===== src/rtl/inst_fetcher_pkg.sv =====
// Shared definitions for the instruction fetcher: FSM state encodings.
package inst_fetcher_pkg;

  typedef enum logic [1:0] {
    IF_IDLE  = 2'd0,
    IF_FETCH = 2'd1,
    IF_HOLD  = 2'd2,
    IF_DROP  = 2'd3
  } if_state_e;

endpackage


===== src/rtl/inst_fetcher.sv =====
// Fetch stage ahead of the decoder: owns the fetch PC, issues one icache
// request at a time, presents the returned instruction until it is issued.
module inst_fetcher
  import inst_fetcher_pkg::*;
#(
  parameter logic [31:0] RESET_PC = 32'h0
) (
  input  logic        clk_in,
  input  logic        rst_in,
  input  logic        rdy_in,
  output logic        icache_req,
  output logic [31:0] icache_addr,
  input  logic        icache_valid,
  input  logic [31:0] icache_inst,
  output logic        start_decode,
  output logic [31:0] inst,
  output logic [31:0] inst_addr,
  input  logic        issue_signal,
  input  logic        jalr_stall,
  input  logic [31:0] next_pc,
  input  logic        wrong_predicted,
  input  logic [31:0] correct_pc
);

  if_state_e   state_r, state_s;
  logic [31:0] pc_r, pc_s;
  logic [31:0] stale_addr_r, stale_addr_s;
  logic [31:0] inst_r, inst_s;
  logic [31:0] inst_addr_r, inst_addr_s;
  logic        start_decode_r, start_decode_s;
  logic        icache_req_r, icache_req_s;
  logic [31:0] icache_addr_r, icache_addr_s;

  // A stall simply keeps HOLD re-presenting the instruction; no extra action.
  logic unused_s;
  assign unused_s = jalr_stall;

  // Next-state and next-output computation.
  always_comb begin
    state_s        = state_r;
    pc_s           = pc_r;
    stale_addr_s   = stale_addr_r;
    inst_s         = inst_r;
    inst_addr_s    = inst_addr_r;
    start_decode_s = start_decode_r;
    icache_req_s   = icache_req_r;
    icache_addr_s  = icache_addr_r;
    case (state_r)
      IF_IDLE: begin
        state_s        = IF_FETCH;
        start_decode_s = 1'b0;
        icache_req_s   = 1'b1;
        icache_addr_s  = pc_r;
      end
      IF_FETCH: begin
        if (!icache_req_r) begin
          // One-cycle gap after a flush that collided with a response.
          icache_req_s = 1'b1;
          if (wrong_predicted) begin
            pc_s          = correct_pc;
            icache_addr_s = correct_pc;
          end else begin
            icache_addr_s = pc_r;
          end
        end else if (icache_valid && wrong_predicted) begin
          pc_s          = correct_pc;
          icache_req_s  = 1'b0;
          icache_addr_s = correct_pc;
        end else if (icache_valid) begin
          state_s        = IF_HOLD;
          inst_s         = icache_inst;
          inst_addr_s    = pc_r;
          start_decode_s = 1'b1;
          icache_req_s   = 1'b0;
        end else if (wrong_predicted) begin
          state_s      = IF_DROP;
          stale_addr_s = pc_r;
          pc_s         = correct_pc;
        end else begin
          state_s = IF_FETCH;
        end
      end
      IF_HOLD: begin
        if (wrong_predicted) begin
          state_s        = IF_FETCH;
          pc_s           = correct_pc;
          start_decode_s = 1'b0;
          icache_req_s   = 1'b1;
          icache_addr_s  = correct_pc;
        end else if (issue_signal) begin
          state_s        = IF_FETCH;
          pc_s           = next_pc;
          start_decode_s = 1'b0;
          icache_req_s   = 1'b1;
          icache_addr_s  = next_pc;
        end else begin
          state_s = IF_HOLD;
        end
      end
      IF_DROP: begin
        if (icache_valid) begin
          state_s       = IF_FETCH;
          pc_s          = wrong_predicted ? correct_pc : pc_r;
          icache_req_s  = 1'b1;
          icache_addr_s = wrong_predicted ? correct_pc : pc_r;
        end else if (wrong_predicted) begin
          pc_s = correct_pc;
        end else begin
          state_s = IF_DROP;
        end
      end
      default: begin
        state_s        = IF_IDLE;
        start_decode_s = 1'b0;
        icache_req_s   = 1'b0;
      end
    endcase
  end

  // State and output registers; frozen while rdy_in is low.
  always_ff @(posedge clk_in) begin
    if (rst_in) begin
      state_r        <= IF_IDLE;
      pc_r           <= RESET_PC;
      stale_addr_r   <= RESET_PC;
      inst_r         <= 32'h0;
      inst_addr_r    <= 32'h0;
      start_decode_r <= 1'b0;
      icache_req_r   <= 1'b0;
      icache_addr_r  <= RESET_PC;
    end else if (rdy_in) begin
      state_r        <= state_s;
      pc_r           <= pc_s;
      stale_addr_r   <= stale_addr_s;
      inst_r         <= inst_s;
      inst_addr_r    <= inst_addr_s;
      start_decode_r <= start_decode_s;
      icache_req_r   <= icache_req_s;
      icache_addr_r  <= icache_addr_s;
    end
  end

  assign icache_req   = icache_req_r;
  assign icache_addr  = icache_addr_r;
  assign start_decode = start_decode_r;
  assign inst         = inst_r;
  assign inst_addr    = inst_addr_r;

endmodule


===== config.mk =====
export PLATFORM = sky130hd
export DESIGN_NAME = inst_fetcher
export DESIGN_NICKNAME = d
export VERILOG_FILES = /design/src/rtl/inst_fetcher_pkg.sv /design/src/rtl/inst_fetcher.sv
export SDC_FILE = /design/constraint.sdc
export NUM_CORES = 1
export LEC_CHECK = 0
export ABC_AREA = 1
export ABC_CLOCK_PERIOD_IN_PS = 4100
export CAP_MARGIN = 40
export CORE_ASPECT_RATIO = 0.8
export CORE_MARGIN = 4
export CORE_UTILIZATION = 50
export CTS_CLUSTER_SIZE = 20
export DETAILED_ROUTE_END_ITERATION = 10
export PLACE_DENSITY = 0.83
export REMOVE_ABC_BUFFERS = 1
export SYNTH_ARGS = -nofsm -noshare
export SYNTH_HDL_FRONTEND = slang
export SYNTH_SLANG_ARGS = --single-unit

===== constraint.sdc =====
create_clock -name clk_in -period 4.1 [get_ports clk_in]
set_input_delay 0.82 -clock clk_in [delete_from_list [all_inputs] [get_ports clk_in]]
set_output_delay 0.82 -clock clk_in [all_outputs]
set_load 0.02 [all_outputs]

==> flow_summary.toml <==
[worst_setup_path]
crit_path_start_kind = "register"
path_max_fanout = 33
arrival_ns = 3.11
crit_path_end_kind = "register"
worstSetupPathType = "reg -> reg"
crit_slowest_cell = "dfxtp_1"
rrSetupSlack_ns = 1.30
crit_chain = "nand2_4 -> nor2_4 -> nand3_4 -> nor2_4 -> inv_2 -> nor2_1 -> nor2_1"
r2r_end = "inst[4]$_SDFFE_PP0P_"
crit-reg2reg-launch = "state_r[0]$_SDFFE_PP0P_"
worstRegToRegCells = 7
required_ns = 4.41
slowest_delay_ns = 0.73

[floorplan]
ioPinCount = 201
fp-row-count = 38
start_util = 0.520
fp.dieH_um = 115
die-area_mm2 = 0.0164
core-area_mm2 = 0.0138
die_x_um = 142

[flow_run]
cap_violations = 0

[timing]
hold_violations = 0
slew_viol_final = 0
skew_ns = 0.0128
min_period_over_period = 0.683
max_freq_ghz = 0.357
setup-violations-final = 0
tightest_slew_ns = 0.771
rsz0062_at_grt = "no"
slew_headroom = 0.486
finalCriticalPeriod_ns = 2.80
setup_tns_ns = 0
setup_slack_ns = 1.30
hold-worst-slack_ns = 0.466

[clocking]
clk_latency_ns = 0.42
clockBufferDepth = 2
cts_made_buffers = 17
cts_tree = "done"
ctsHoldBuffers = 0
clkSinkCount = 132
cts_root_buffer = "clkbuf_16"
clkTransAtPathRegs_ns = 0.07
post_cts.repair.setup_buffers = 0
cts_resized = 0
htreeDepth = 4

[drt]
vias = 8036
dr.pass1.iters = 7
wl_mm = 23.1
ant_nets = 0
avgRoutedWirePerCell_um = 15.3
drc = 0
viasPerCell = 5.31
dr.first_iter.drc_count = 670

[place]
gp_congestion = 0.829
post_dp_cell_area_mm2 = 0.00915
post-dp-hpwl_mm = 14.5
portBuffers = 199
preCtsSetupSlack_ns = 0.936

[global_routing]
grt_max_degree = 99
grt_pass1_vias = 7872
grt_pass1_wl_mm = 37.8
antenna_found_initial = 0
grtUsageTotal = 0.284
grt.overflow.total = 0

[final_layout]
layout-drive-gt1-share = 0.0766
finalNetCount = 1422
synthToLayoutAreaGrowth_pct = 35.5
fillers = 1198
fin_util = 0.705
diodes = 0
design_area_mm2 = 0.00975

[min_path]
hp-class = "reg -> reg"
worstHoldEndpoint = "icache_addr[4]$_SDFFE_PP0P_"
hp-start = "icache_addr[4]$_SDFFE_PP0P_"
hold_depth = 2

[pwr]
power.leakage_uw = 0.00438
peakVddDrop_mv = 0.281
power_density_mw_per_mm2 = 390

[yosys]
netlist_area_mm2 = 0.00720
ys_seq_elements = 132
syn_area_per_cell_um2 = 6.19
netlist_instances = 1163
yosys_warnings = 0
yosys.cell_types.count = 29
ys_seq_area_frac = 0.367

[outcome]
status = "complete, no violations"
registers in the layout, indices dropped and copies added (netlist names):
signal and count:
state_r 2, inst_addr 32, start_decode 1, icache_addr 32
icache_req 1, pc_r 32, inst 32
cells in the mapped netlist:
cell type | n | area [um^2]
a21oi_1 | 65 | 325
a21oi_2 | 10 | 87.6
a21oi_4 | 1 | 16.3
buf_2 | 32 | 160
buf_4 | 3 | 22.5
buf_6 | 6 | 67.6
buf_8 | 1 | 15.0
clkbuf_1 | 32 | 120
clkinv_1 | 1 | 3.75
dfxtp_1 | 132 | 2640
inv_1 | 50 | 188
inv_2 | 6 | 22.5
inv_6 | 1 | 8.76
mux2_2 | 4 | 45.0
nand2_1 | 423 | 1590
nand2_2 | 11 | 68.8
nand2_4 | 2 | 22.5
nand3_1 | 58 | 290
nand3_4 | 2 | 35.0
nand4_1 | 21 | 131
nor2_1 | 184 | 691
nor2_2 | 3 | 18.8
nor2_4 | 5 | 56.3
nor3_1 | 9 | 45.0
o2111ai_1 | 1 | 8.76
o21ai_0 | 79 | 395
o21ai_1 | 9 | 45.0
or2_0 | 2 | 12.5
or2_2 | 10 | 62.6
cell families after synthesis:
kind of cell / after synthesis / share of synthesized area
simple gates: 730 / 0.420
compound gates: 165 / 0.122
flops: 132 / 0.367
buf+inv: 132 / 0.0845
mux: 4 / 0.00626
report_power, final:
part / internal, uW / switching [uW]
logic: 338 / 498
registers: 1360 / 52.2
clock network: 931 / 627
worst max-delay path, delay by kind of cell (launching register included):
kind,cells,cell delay (ns)
flops,1,0.73
simple gates,6,1.50
buf+inv,1,0.45
layout by cell type, fill, tap and decap left out, types with 3 or more instances in the layout:
cell             instances
nand4_1                 21
nor2_1                 184
or2_2                   10
inv_1                   50
o21ai_1                  9
nor2_4                   5
o21ai_0                 79
nand2_2                 11
nand3_1                 58
clkinvlp_4               3
nor2_2                   3
clkbuf_16               17
nor3_1                   9
a21oi_1                 65
a21oi_2                 10
inv_6                    6
clkdlybuf4s50_1        197
nand2_1                423
inv_2                    7
mux2_2                   4
dfxtp_1                132
buf_12                   3
buf_4                    9
how the worst max path moves through the flow:
stage / from / slack, ns / end / depth (start not counted)
6_report: state_r[0]$_SDFFE_PP0P_ / 1.30 / inst[4]$_SDFFE_PP0P_ / 7
5_1_grt: state_r[0]$_SDFFE_PP0P_ / 1.11 / inst[4]$_SDFFE_PP0P_ / 7
4_1_cts: state_r[0]$_SDFFE_PP0P_ / 1.33 / inst[4]$_SDFFE_PP0P_ / 7
3_5_place_dp: icache_valid / 0.94 / inst[4]$_SDFFE_PP0P_ / 8
3_3_place_gp: icache_valid / 1.02 / inst[14]$_SDFFE_PP0P_ / 8
2_1_floorplan: state_r[0]$_SDFFE_PP0P_ / 1.20 / inst[21]$_SDFFE_PP0P_ / 7
per-stage QoR:
stage,total power [uW],std cells
after floorplan,1910,1089
after global placement,2240,1478
after detailed placement,2260,1480
after CTS,3820,1512
after global routing,3980,1512
final,3800,1512
layout make-up:
class	instances	area, um^2	area share
clock inverter	14	166	0.0171
tap	180	225	0.0231
multi-input combinational	899	3950	0.405
sequential	132	2640	0.271
inverter	58	223	0.0228
timing repair buffer	211	2110	0.216
clock buffer	18	439	0.0450
layer usage:
metal	up-vias	GRT usage	share of wire
li1	4002	-	-
met1	3600	0.346	0.41
met2	392	0.463	0.45
met3	42	0.103	0.12
met4	0	0.104	0.017
met5	-	0	0
No activity file was read; power rests on OpenSTA's default activity.
